File: src/rtl/hamm_decode_pipe_pkg.sv
// Hamming(7,4) codeword layout, syndrome codes and reference encoder shared by
// the decoder, the upstream encoder and the bench.
package hamm_decode_pipe_pkg;

  localparam int D0 = 0;
  localparam int D1 = 1;
  localparam int D2 = 2;
  localparam int D3 = 3;
  localparam int P0 = 4;
  localparam int P1 = 5;
  localparam int P2 = 6;

  localparam logic [2:0] SYN_NONE = 3'b000;
  localparam logic [2:0] SYN_D0   = 3'b011;
  localparam logic [2:0] SYN_D1   = 3'b101;
  localparam logic [2:0] SYN_D2   = 3'b110;
  localparam logic [2:0] SYN_D3   = 3'b111;
  localparam logic [2:0] SYN_P0   = 3'b001;
  localparam logic [2:0] SYN_P1   = 3'b010;
  localparam logic [2:0] SYN_P2   = 3'b100;

  function automatic logic [6:0] hamm_encode(input logic [3:0] d);
    logic [6:0] cw;
    cw     = '0;
    cw[D0] = d[0];
    cw[D1] = d[1];
    cw[D2] = d[2];
    cw[D3] = d[3];
    cw[P0] = d[0] ^ d[1] ^ d[3];
    cw[P1] = d[0] ^ d[2] ^ d[3];
    cw[P2] = d[1] ^ d[2] ^ d[3];
    return cw;
  endfunction

endpackage

File: src/rtl/hamm_decode_pipe_syndrome.sv
// Combinational Hamming(7,4) syndrome and single-bit correction; parity-bit hits
// leave the data untouched.
module hamm_syndrome
  import hamm_decode_pipe_pkg::*;
(
  input  logic [6:0] cw,
  output logic [2:0] syn,
  output logic       err_data,
  output logic       err_par,
  output logic [3:0] data
);

  always_comb begin
    syn[0]   = cw[P0] ^ cw[D0] ^ cw[D1] ^ cw[D3];
    syn[1]   = cw[P1] ^ cw[D0] ^ cw[D2] ^ cw[D3];
    syn[2]   = cw[P2] ^ cw[D1] ^ cw[D2] ^ cw[D3];
    data     = cw[3:0];
    err_data = 1'b0;
    err_par  = 1'b0;
    case (syn)
      SYN_D0: begin data[D0] = ~cw[D0]; err_data = 1'b1; end
      SYN_D1: begin data[D1] = ~cw[D1]; err_data = 1'b1; end
      SYN_D2: begin data[D2] = ~cw[D2]; err_data = 1'b1; end
      SYN_D3: begin data[D3] = ~cw[D3]; err_data = 1'b1; end
      SYN_P0, SYN_P1, SYN_P2: err_par = 1'b1;
      default: ;
    endcase
  end

endmodule

File: src/rtl/hamm_decode_pipe.sv
// Two-stage Hamming(7,4) decoder: 2-cycle latency, full throughput; a stalled
// output freezes S2 and S1, so in_ready follows out_ready combinationally.
module hamm_decode_pipe
  import hamm_decode_pipe_pkg::*;
#(
  parameter int CNT_W = 16
) (
  input  logic             clk,
  input  logic             rst,
  input  logic             in_valid,
  output logic             in_ready,
  input  logic [6:0]       in_cw,
  output logic             out_valid,
  input  logic             out_ready,
  output logic [3:0]       out_data,
  output logic [2:0]       out_syn,
  output logic             out_err_data,
  output logic             out_err_par,
  input  logic             cnt_clr,
  output logic [CNT_W-1:0] cnt_data,
  output logic [CNT_W-1:0] cnt_par
);

  logic       s1_valid;
  logic [6:0] s1_cw;
  logic [2:0] fix_syn;
  logic       fix_err_data;
  logic       fix_err_par;
  logic [3:0] fix_data;
  logic       s2_adv;
  logic       s1_adv;
  logic       out_fire;

  assign s2_adv   = ~out_valid | out_ready;
  assign s1_adv   = ~s1_valid | s2_adv;
  assign in_ready = s1_adv;
  assign out_fire = out_valid & out_ready;

  always_ff @(posedge clk) begin
    if (rst) begin
      s1_valid <= 1'b0;
      s1_cw    <= '0;
    end else if (s1_adv) begin
      s1_valid <= in_valid;
      if (in_valid) s1_cw <= in_cw;
    end
  end

  hamm_syndrome u_syndrome (
    .cw       (s1_cw),
    .syn      (fix_syn),
    .err_data (fix_err_data),
    .err_par  (fix_err_par),
    .data     (fix_data)
  );

  // Payload only reloads with a real word so the outputs stay tidy across bubbles.
  always_ff @(posedge clk) begin
    if (rst) begin
      out_valid    <= 1'b0;
      out_data     <= '0;
      out_syn      <= '0;
      out_err_data <= 1'b0;
      out_err_par  <= 1'b0;
    end else if (s2_adv) begin
      out_valid <= s1_valid;
      if (s1_valid) begin
        out_data     <= fix_data;
        out_syn      <= fix_syn;
        out_err_data <= fix_err_data;
        out_err_par  <= fix_err_par;
      end
    end
  end

  always_ff @(posedge clk) begin
    if (rst || cnt_clr) begin
      cnt_data <= '0;
      cnt_par  <= '0;
    end else if (out_fire) begin
      if (out_err_data && (cnt_data != '1)) cnt_data <= cnt_data + CNT_W'(1);
      if (out_err_par && (cnt_par != '1))   cnt_par  <= cnt_par + CNT_W'(1);
    end
  end

endmodule

File: config.mk
export PLATFORM = sky130hd
export DESIGN_NAME = hamm_decode_pipe
export DESIGN_NICKNAME = d
export VERILOG_FILES = /design/src/rtl/hamm_decode_pipe_pkg.sv /design/src/rtl/hamm_decode_pipe_syndrome.sv /design/src/rtl/hamm_decode_pipe.sv
export SDC_FILE = /design/constraint.sdc
export NUM_CORES = 1
export LEC_CHECK = 0
export BUFFER_PORTS_ARGS = -buffer_cell sky130_fd_sc_hd__buf_2
export CORE_ASPECT_RATIO = 0.7
export CORE_MARGIN = 2
export CORE_UTILIZATION = 54
export DETAILED_ROUTE_END_ITERATION = 10
export GPL_TIMING_DRIVEN = 0
export MAX_ROUTING_LAYER = met4
export PLACE_DENSITY = 0.87
export SKIP_LAST_GASP = 1
export SYNTH_ARGS = -nofsm -noshare
export SYNTH_HDL_FRONTEND = slang
export SYNTH_SLANG_ARGS = --single-unit
File: constraint.sdc
create_clock -name clk -period 1.8 [get_ports clk]
set_input_delay 0.18 -clock clk [delete_from_list [all_inputs] [get_ports clk]]
set_output_delay 0.18 -clock clk [all_outputs]
set_load 0.005 [all_outputs]
======== Word-level counts from Yosys, hierarchy flattened ========
Index checks and enable logic that the tools add are counted.
storage, ports and cells
  bits in latches ......................... 0
  word-level logic and storage cells ...... 53
  memory bits (read-only) ................. 0
  memories kept ........................... 0
  bits in writable memories ............... 0
  output and inout port bits .............. 43
  register bits after elaboration ......... 50
operators by class
  muxes and demuxes ....................... 6
  equality and inequality tests ........... 9
  multipliers ............................. 0
  shift-type cells ........................ 0
  reductions and logical operators ........ 9
  $add $sub $neg .......................... 2
  magnitude comparators ................... 0
  div/mod/pow operators ................... 0
  bitwise gates (word level) .............. 18
operators with widths
  operator                                                               count
  16-bit by 1-bit adder with 16-bit output, second input constant        2
  16-bit inequality test, second input constant                          2
  3-bit equality test, second input constant                             4
  1-bit bitwise XOR                                                      9
  2-bit AND reduction                                                    4
  3-bit by 2-bit equality test with 1-bit output, second input constant  2
  1-bit two-way mux                                                      6
  1-bit inverter                                                         6
  4-bit OR reduction                                                     1
  3-bit by 1-bit equality test with 1-bit output, second input constant  1
  3-bit OR reduction                                                     1
  1-bit logical AND                                                      2
  1-bit OR                                                               2
  1-bit AND                                                              1
  1-bit logical OR                                                       1

======== Depth between registers and ports, before layout ========
Gate-level depths: netlist of run 1.
  depth after elaboration ................. 6
  depth in mapped cells ................... 6

======== By module ========
From an unflattened synthesis of run 1, not the netlist that was laid out.
unflattened totals
  cell total of the unflattened synthesis .. 292
  area, all modules ....................... 2596.2 sq um
by module, submodules not included
  module            area an instance (sq um)  cells an instance  instances
  hamm_decode_pipe  2369.8                    270                1
  hamm_syndrome     226.5                     22                 1

======== Worst setup path after synthesis of run 1 ========
Ideal clock, no wire load.
  path type ............................... reg-to-reg
  from .................................... register cnt_par[0]
  to ...................................... register cnt_par[2]
  cell stages (with the launch flop) ...... 7
  slack ................................... 0.095 ns
  clock period less this slack ............ 1.705 ns
  arrival ................................. 1.583 ns
  required time ........................... 1.678 ns
  setup time .............................. 0.122 ns
  buffers on the path ..................... 1
  path through ............................ dfxtp_1 ha_1 and2_1 nor4b_2 clkbuf_1 a2111o_1 o21ai_0
between the ends
  longest elaborated chain between the ends .. 3
RTL lines
  element                                                                           RTL line                source
  from (decl)                                                                       hamm_decode_pipe.sv:21  output logic [CNT_W-1:0] cnt_par
  from (signal assigned)                                                            hamm_decode_pipe.sv:82  if (out_err_par && (cnt_par != '1)) cnt_par <= cnt_par + CNT_W'(1);
  branches (longest 3 deep; another with 16-bit by 1-bit adder with 16-bit output)  -
Several ways; the timed one is not identified.
A chain may end at the register's enable or synchronous reset.

======== Worst setup path after layout of run 1 ========
  from .................................... register cnt_par[1]
  to ...................................... register cnt_par[15]
Same word-level chain as after synthesis.

==> results of run 1 <==
[sequential cells by signal (all words and copies together) (netlist names)]
| name | cells |
|---|---|
| out_syn | 3 |
| cnt_data | 16 |
| out_valid | 1 |
| out_err_data | 1 |
| s1_cw | 7 |
| s1_valid | 1 |
| out_err_par | 1 |
| out_data | 4 |
| cnt_par | 16 |
[cell type report]
type	count	area (um2)	area share, %
buffer	12	58.8	1.84
clock buffer	5	68.8	2.15
clock inverter	3	40.0	1.25
inverter	6	22.5	0.704
multi-input combinational	231	1610	50.5
sequential	50	1010	31.5
tap	55	68.8	2.15
timing repair buffer	60	318	9.94
[final timing paths]
| path | startpoint | to | slack (ns) | cells past startpoint |
|---|---|---|---|---|
| setup / recovery | cnt_par[1] | cnt_par[15] | 0.05 | 6 |
| hold / removal | in_cw[2] | s1_cw[2] | 0.12 | 3 |
| setup reg to reg | cnt_par[1] | cnt_par[15] | 0.05 | 6 |
| hold reg to reg | s1_cw[6] | s1_cw[6] | 0.50 | 2 |
[kinds of logic after synthesis]
family                     count (synthesis)  share of synthesized area [%]
DFF                                       50                           39.5
xor gates and xnor gates                  13                           5.68
AOI/OAI and AO/OA                         85                           22.0
buffers and inverters                     21                           3.21
muxes                                      5                           1.97
and+or+nand+nor                          126                           26.7
adders and majority gates                  2                          0.987
[power by group through the flow]
stage               combinational, W  sequential, W  clock (W)
detailed placement          0.000222        0.00118          0
CTS                         0.000271        0.00116   0.000804
global placement            0.000218        0.00118          0
floorplan                   0.000156        0.00118          0
finish                      0.000298        0.00116   0.000791
global route                0.000325        0.00117   0.000842
[worst register-to-register path, cell delays in order (launching register included)]
cell and delay [ns]:
dfxtp_1 0.37, ha_1 0.21, and2_4 0.18, nor4b_4 0.14
buf_4 0.15, or4_1 0.51, a21oi_2 0.14
[cell usage in the layout (no fill, tap or decap), types with 3 or more instances in the layout]
cell type / instances
and3_2: 3
o211ai_1: 3
inv_1: 6
o21ai_0: 13
and4_1: 3
buf_2: 54
nand2_1: 40
buf_4: 7
nor4_1: 3
a211oi_1: 4
dfxtp_1: 45
or4_1: 10
mux2i_1: 5
o31ai_1: 14
clkbuf_1: 7
nor3_1: 5
a21oi_1: 30
dfxtp_2: 5
clkbuf_8: 5
or3_1: 13
nand3_1: 16
xnor2_2: 3
nor2_1: 10
a2111o_1: 4
and3_1: 5
nand4_1: 9
xnor2_4: 5
[stage by stage]
step	TNS, ns	total power [W]	setup slack, ns	area (um2)	cells
2_1_floorplan	0	0.00134	0.0955	2530	302
3_3_place_gp	-1.94	0.00140	-0.232	2870	410
3_5_place_dp	-2.98	0.00141	-0.282	2870	410
4_1_cts	0	0.00223	0.00292	3100	420
5_1_grt	-0.170	0.00234	-0.0499	3200	422
6_report	0	0.00225	0.0483	3200	422
[layer usage]
metal	wire length (um)	vias to the layer above	share of wire [%]
li1	-	1278	-
met3	403	9	6.2
met1	3060	1239	47
met2	2960	109	46
met4	74	0	1.1
met5	0	-	0
[repair_timing]
item | CTS | global route
hold endpoints to repair | 0 | 0
setup endpoints to repair | 23 | 28
resized for setup | 17 | 22
buffers inserted | 5 | 2
pin swaps | 7 | 8
==> impl_results.md, run 1 <==
* Total track usage at 25.5%
* Crit Path Max Fanout at 5
* Avg Vias per Cell at 6.24
* CP Buf/Inv Count at 1
* First-pass GRT wire length at 10.3 mm
* Max Freq at 0.571 GHz
* # rows at 20
* Share of cells above drive strength 1 at 27.5%
* Syn Nets at 316
* Post-Route WL at 6.50 mm
* Worst Max-Slew Pin Slew at 0.542 ns
* Fin crit share at 97.3%
* Vias in the first global route at 2204
* Routed vias at 2635
* FF+latch count, synth at 50
* Pwr/cell area at 704 nW/um2
* Initial drt markers at 187
* RSZ-0062 raised after global routing: yes
* Netlist cell types at 41
* Cell family with most CP delay: simple AND/OR/NAND/NOR gates
* Register area share after synthesis at 39.5%
* Antenna Violating Nets Remaining at 0
* Failing checks: design-rule violations
* Post-Route Utilization at 72.2%
* CTS Sinks at 50
* Rel. slew slack at 63.9%
* Max Clock Skew at 0.00531 ns
* Power share of the sequential group at 51.7%
* Syn avg cell area at 8.39 um2
* CTS root buffer: clkbuf_8
* DR pass1 iterations at 8
* Sw Share at 25.4%
* Peak supply drop at 0.595 mV
* Main synth FF type: dfxtp_1
* Worst-path clk slew at 0.09 ns
* FFs w/ async S/R, synth at 0%
* Required time of the worst setup path at 2.04 ns
* Max cap viols at 0
* Grt met1 use at 34.8%
* Gp weighted congestion at 0.931
* Synth top cells by count: dfxtp_1 (50), nand2_1 (40), a21oi_1 (31), nand3_1 (16), o31ai_1 (14)
* Leak at 1.19 nW
* CP Launch Type: flop
* Ant diodes at 0
* Residual DRC count at 3
* Largest net degree at the start of global routing at 16
* Cells after Synth at 302
* Cell taking the most area after synthesis: dfxtp_1
* Die width at 85.9 um
* CTS tree: yes
* I/O Buffers at 53
* Gr busiest metal: met2
* GR Util met3 at 4.56%
* Critical-path top delay cell: or4_1
* Synth top area share at 39.5%
* Hold Violations, Final at 0
* Worst path max stage delay at 0.51 ns
* H-tree depth at 2
* Die footprint at 5270 um2
* Core area at 4430 um2
* Clock share of power at 35.1%
* Final net count at 380
* Met2 GRT Util at 39.5%
* Most common cell in the netlist: dfxtp_1
* Hold Buf Count CTS at 0
* Comb pwr share at 13.2%
* Max-slew violation count at 0
* Die H at 61.3 um
* Fillers at 328
* Worst hold path class: in -> reg
* Internal cell power at 0.00168 W
* Crit end category: flop
* Final setup vio count at 0
* Status: finished, violations left
* Clock Latency Late Sink at 0.30 ns
* DPL Wire Length at 4.32 mm
* Synthesis-to-layout area growth at 26.2%
* I/O pin count at 55
* Crit path cell chain: ha_1, and2_4, nor4b_4, buf_4, or4_1, a21oi_2
* Fin Hold WS at 0.117 ns
* Initial antenna violation count at 0
* Yosys synthesis warning count at 0
* Clock buffer depth at 2
* Mapped cell area at 2530 um2
* Crit path DAT at 1.99 ns
* GRT overflow at 0
* Ranking of synthesized cells by area: dfxtp_1 (39%), a21oi_1 (6.1%), nand2_1 (5.9%), o31ai_1 (4.1%), or4_1 (3.6%)
* WL/cell at 15.4 um
* Critical path type: reg -> reg
* Starting Density at 57.2%
* Psw at 0.000571 W
* Fin crit period at 1.75 ns
* Number of synthesized flops with an enable pin at 0
* TritonCTS buffer count at 5
Power figures use the tool's default switching activity.
==> run 2, diff against run 1 <==
SYNTH_HIERARCHICAL = 1   (was unset)
==> run 2 against run 1 <==
The run now ends clean. Routed wire length is 6.4% higher. Non-clock buffer count shrank 4. Die area grew 2.3%. Critical path type unchanged. Critical endpoint is now cnt_par[3].
==> impl_results.md, run 2 <==
* Crit path cell chain: nand4_1, o41ai_4, buf_4, or3_1, a21oi_1
* Core area at 4700 um2
* Fin crit share at 99.8%
* Share of cells above drive strength 1 at 28.9%
* Most common cell in the netlist: dfxtp_1
* Max cap viols at 0
* Routed vias at 2566
* Required time of the worst setup path at 1.98 ns
* Die footprint at 5390 um2
* Grt met1 use at 30.7%
* Pwr/cell area at 756 nW/um2
* Clock Latency Late Sink at 0.31 ns
* Worst-path clk slew at 0.10 ns
* Gp weighted congestion at 0.877
* Commonest non-fill, non-tap cells in the layout: buf_2 (55), dfxtp_1 (40), a21oi_1 (34)
* Die H at 62.0 um
* First-pass GRT wire length at 9.85 mm
* Ranking of synthesized cells by area: dfxtp_1 (39%), a21oi_1 (6.6%), mux2i_1 (4.6%), or4_1 (3.8%), nand3_1 (3.5%)
* Starting Density at 55.2%
* Worst path max stage delay at 0.52 ns
* Initial drt markers at 184
* Initial antenna violation count at 0
* Fin area at 3230 um2
* Peak supply drop at 0.573 mV
* Most common cell after layout, fill and taps aside: buf_2
* Main synth FF type: dfxtp_1
* CP Buf/Inv Count at 1
* Post-Route WL at 6.91 mm
* Cell taking the most area after synthesis: dfxtp_1
* Fin Hold WS at 0.112 ns
* H-tree depth at 2
* Crit Path Max Fanout at 8
* Die width at 86.9 um
* Final net count at 370
* Final setup vio count at 0
* Max-slew violation count at 0
* I/O pin count at 55
* Met2 GRT Util at 38.2%
* Cell family with most CP delay: flip-flops
* Leak at 1.28 nW
* Post-DP Area at 2930 um2
* Avg Vias per Cell at 6.20
* Syn Nets at 306
* Dpl ws at -0.0347 ns
* GRT overflow at 0
* Worst Max-Slew Pin Slew at 0.585 ns
* I/O Buffers at 53
* Fin crit period at 1.80 ns
* Reg2Reg Setup Slack at 0.004 ns
* Total track usage at 24.4%
* Setup ws final at 0.00422 ns
* # rows at 21
* Critical-path top delay cell: dfxtp_1
* Netlist cell types at 46
* Clock buffer depth at 2
* Crit path DAT at 1.97 ns
* Residual DRC count at 0
* Cells after Synth at 292
* DPL Wire Length at 4.46 mm
* Max Clock Skew at 0.00814 ns
* Critical path type: reg -> reg
* TritonCTS buffer count at 5
* Synth top area share at 38.6%
* Status: complete, no violations
* Max Freq at 0.557 GHz
* Vias in the first global route at 2123
* FF+latch count, synth at 50
* CP Launch Type: flop
* Largest regs: cnt_data: 16 flops, cnt_par: 16 flops, s1_cw: 7 flops
* Synthesis-to-layout area growth at 24.4%
* Gr busiest metal: met2
* Number of synthesized flops with an enable pin at 0
* Mapped cell area at 2600 um2
* CTS tree: yes
* GR Util met3 at 6.08%
* FFs w/ async S/R, synth at 0%
* Hold Buf Count CTS at 0
* Antenna Violating Nets Remaining at 0
* Syn avg cell area at 8.89 um2
* Hold Violations, Final at 0
* Largest net degree at the start of global routing at 16
* Ant diodes at 0
* Synth top cells by count: dfxtp_1 (50), a21oi_1 (34), nand2_1 (23), nand3_1 (18)
* Rel. slew slack at 60.9%
* Yosys synthesis warning count at 6
* Register area share after synthesis at 38.6%
* WL/cell at 16.7 um
* CTS root buffer: clkbuf_8
* DR pass1 iterations at 8
* RSZ-0062 raised after global routing: yes
* Worst hold path class: in -> reg
* CTS Sinks at 50
* Crit end category: flop
## run 2: cell count changes after synthesis, sizes merged, moves of 4 or more
cell | previous run | this run
a2111o | 4 | 0
clkbuf | 13 | 7
mux2i | 5 | 12
a311oi | 4 | 0
nand2 | 40 | 23
nor2 | 10 | 14
a211oi | 4 | 0
## run 2: worst paths after layout
path,end,startpoint,depth (start not counted)
hold reg to reg,out_data[0],out_data[0],2
setup / recovery,cnt_par[3],cnt_par[4],5
hold / removal,s1_cw[6],in_cw[6],3
setup reg to reg,cnt_par[3],cnt_par[4],5
## run 2: tightest hold or removal path: cells and delay by family
family	cells	cell delay [ns]
buffers and inverters	1	0.10
and+or+nand+nor	1	0.05
AOI/OAI and AO/OA	1	0.05
## run 2: cells by family (layout without fill, tap and decap cells)
logic type | after synthesis | after routing | share of synthesized area (%)
compound gates | 70 | 70 | 16.8
xor+xnor | 13 | 13 | 6.12
fa+ha+maj | 3 | 3 | 1.35
buf+inv | 20 | 85 | 3.33
flops | 50 | 50 | 38.6
mux | 13 | 13 | 5.06
simple gates | 123 | 123 | 28.8
## run 2: layout make-up
type	count	area (um2)
repair buffers	57	295
multi-input cells	222	1620
clock inverters	2	60.1
inverters	9	33.8
well taps	57	71.3
fillers	359	1470
flip-flops and latches	50	1010
plain buffers	11	55.1
clock buffers	6	82.6
## run 2: routing by layer
metal | share of wire (%) | up-vias
li1 | - | 1235
met1 | 44 | 1194
met2 | 46 | 119
met3 | 7.4 | 18
met4 | 1.9 | 0
met5 | 0 | -
## run 2: what timing repair did
item,in CTS,in global routing
gates cloned,0,0
pin swaps,1,5
gates resized for setup,4,21
buffers inserted,0,4
setup endpoints to repair,2,23
endpoints found under the hold margin,0,0
## run 2: metrics by stage
stage	cells	TNS, ns	utilization [%]	power [W]
4_1_cts	410	-0.00524	65.9	0.00241
2_1_floorplan	292	0	-	0.00137
3_5_place_dp	402	-0.0347	62.4	0.00144
5_1_grt	414	-0.425	68.7	0.00252
3_3_place_gp	402	0	62.4	0.00142
6_report	414	0	68.7	0.00244
## run 2: power breakdown
group	switching (W)	total, W	internal, W
combinational	0.000154	0.000289	0.000135
clock	0.000393	0.000986	0.000593
sequential	0.0000336	0.00117	0.00113
==> run 3, diff against run 2 <==
CTS_BUF_LIST = sky130_fd_sc_hd__clkbuf_16   (was unset)
==> run 3 against run 2 <==
Register-to-register slack improved by 0.04 ns. Global-route usage rose by 0.40 points. Combinational power grew 5%. Sequential cell count is the same. Setup slack better by 0.036 ns. Clock skew is 0.0051 ns lower. Largest cell class unchanged. Largest power group is now the clock network.
==> impl_results.md, run 3 (synthesized netlist as in run 2, its figures left out) <==
* Status: complete, no violations
* Share of cells above drive strength 1 at 28.8%
* Post-Route WL at 6.85 mm
* Crit Path Max Fanout at 7
* Post-Route Utilization at 68.8%
* CTS Sinks at 50
* Fin crit share at 97.7%
* Initial drt markers at 143
* Most common cell after layout, fill and taps aside: buf_2
* Largest net degree at the start of global routing at 16
* Required time of the worst setup path at 2.03 ns
* CP Launch Type: flop
* Initial antenna violation count at 0
* H-tree depth at 2
* Total track usage at 24.8%
* Final TNS setup at 0 ns
* Critical-path top delay cell: dfxtp_2
* Ant diodes at 0
* Die width at 86.9 um
* Worst Max-Slew Pin Slew at 0.582 ns
* Finished Layout Cells at 415
* TritonCTS buffer count at 5
* Rel. slew slack at 60.8%
* Hold Path Stages at 3
* Worst path max stage delay at 0.36 ns
* Critical Path Sink: out_data[1]
* Fin crit period at 1.76 ns
* Max Freq at 0.568 GHz
* Worst-path clk slew at 0.06 ns
* Final net count at 371
* DR pass1 iterations at 4
* GRT overflow at 0
* Crit Reg-Reg Endpoint: out_data[1]
* Antenna Violating Nets Remaining at 0
* Critical path type: reg -> reg
* Final setup vio count at 0
* I/O Buffers at 53
* Pwr/cell area at 823 nW/um2
* Hold Violations, Final at 0
* Clock buffer depth at 2
* Reg2Reg Setup Slack at 0.04 ns
* Synthesis-to-layout area growth at 24.7%
* Crit. Startpoint: s1_cw[3]
* Die footprint at 5390 um2
* Max cap viols at 0
* Crit path cell chain: xnor2_2, xor2_2, nor3b_2, xor2_1, mux2i_1, nor2_1
* Cell Count Post-Placement at 402
* Crit path DAT at 1.98 ns
* Gp weighted congestion at 0.877
* Largest regs: cnt_data: 16 flops, cnt_par: 16 flops, s1_cw: 7 flops
* Peak supply drop at 0.401 mV
* Max Clock Skew at 0.00302 ns
* Commonest non-fill, non-tap cells in the layout: buf_2 (55), dfxtp_1 (40), a21oi_1 (33)
* DPL Wire Length at 4.46 mm
* Core area at 4700 um2
* Routed vias at 2573
* WL/cell at 16.5 um
* CTS tree: yes
* Clock Latency Late Sink at 0.29 ns
* Vias in the first global route at 2194
* R2R depth at 6
* CTS root buffer: clkbuf_16
* # rows at 21
* Max-slew violation count at 0
* Residual DRC count at 0
* First-pass GRT wire length at 10.0 mm
* Crit end category: flop
* I/O pin count at 55
* Avg Vias per Cell at 6.20
* Die H at 62.0 um
* Fin Hold WS at 0.139 ns
* RR Startpoint: s1_cw[3]
* Worst hold path class: in -> reg
* Starting Density at 55.2%
* Leak at 1.31 nW
==> run 3: changes by cell type in the layout (fill, tap and decap cells not counted), moves of 2 or more <==
cell	delta
clkbuf_8	-6
xor2_4	-2
xnor2_2	+2
clkbuf_16	+5
xnor2_4	-2
xor2_2	+2
==> run 3: final cells by class <==
cell class / instances / area (um2)
Inverter: 9 / 33.8
Tap cell: 57 / 71.3
Clock buffer: 5 / 125
Clock inverter: 3 / 63.8
Timing Repair Buffer: 58 / 303
Sequential cell: 50 / 1010
Fill cell: 369 / 1470
Multi-Input combinational cell: 222 / 1570
Buffer: 11 / 55.1
==> run 3: how the worst min path moves through the flow <==
stage / startpoint / to / slack, ns
global route: in_cw[6] / s1_cw[6] / 0.15
detailed placement: in_cw[6] / s1_cw[6] / 0.45
finish: in_cw[6] / s1_cw[6] / 0.14
global placement: in_cw[6] / s1_cw[6] / 0.44
CTS: in_cw[6] / s1_cw[6] / 0.14
floorplan: in_cw[6] / s1_cw[6] / 0.33
==> run 3: metrics by stage <==
step | cell area (um2) | setup slack [ns] | power (W)
floorplan | 2600 | 0.161 | 0.00137
global placement | 2930 | 0.00441 | 0.00142
detailed placement | 2930 | -0.0347 | 0.00144
CTS | 3160 | -0.0214 | 0.00263
global route | 3240 | -0.0650 | 0.00275
finish | 3240 | 0.0407 | 0.00267
==> run 3: timing repair <==
item	4_1_cts	5_1_grt
cloned	0	0
resized for setup	6	15
buffers inserted	0	5
endpoints found under the setup margin	3	23
pin swaps	2	3
hold buffers	0	0
==> run 3: power breakdown <==
part           switching, W  leakage, nW  internal [W]
logic              0.000156        0.806      0.000147
registers         0.0000293        0.410       0.00113
clock network      0.000408       0.0915      0.000791
==> run 3: routing by layer <==
metal | vias up | global-route usage (%) | wire length, um
met5 | - | - | 0
met4 | 0 | 11.8 | 197
met3 | 19 | 5.81 | 482
met2 | 111 | 39.3 | 3150
met1 | 1203 | 30.5 | 3020
li1 | 1240 | - | -
==> run 3: worst max-delay path, delay by kind of cell, from the launching register on <==
kind / cells / cell delay [ns]
XOR/XNOR: 3 / 0.85
multiplexers: 1 / 0.10
flip-flops: 1 / 0.36
AND/OR/NAND/NOR: 2 / 0.38
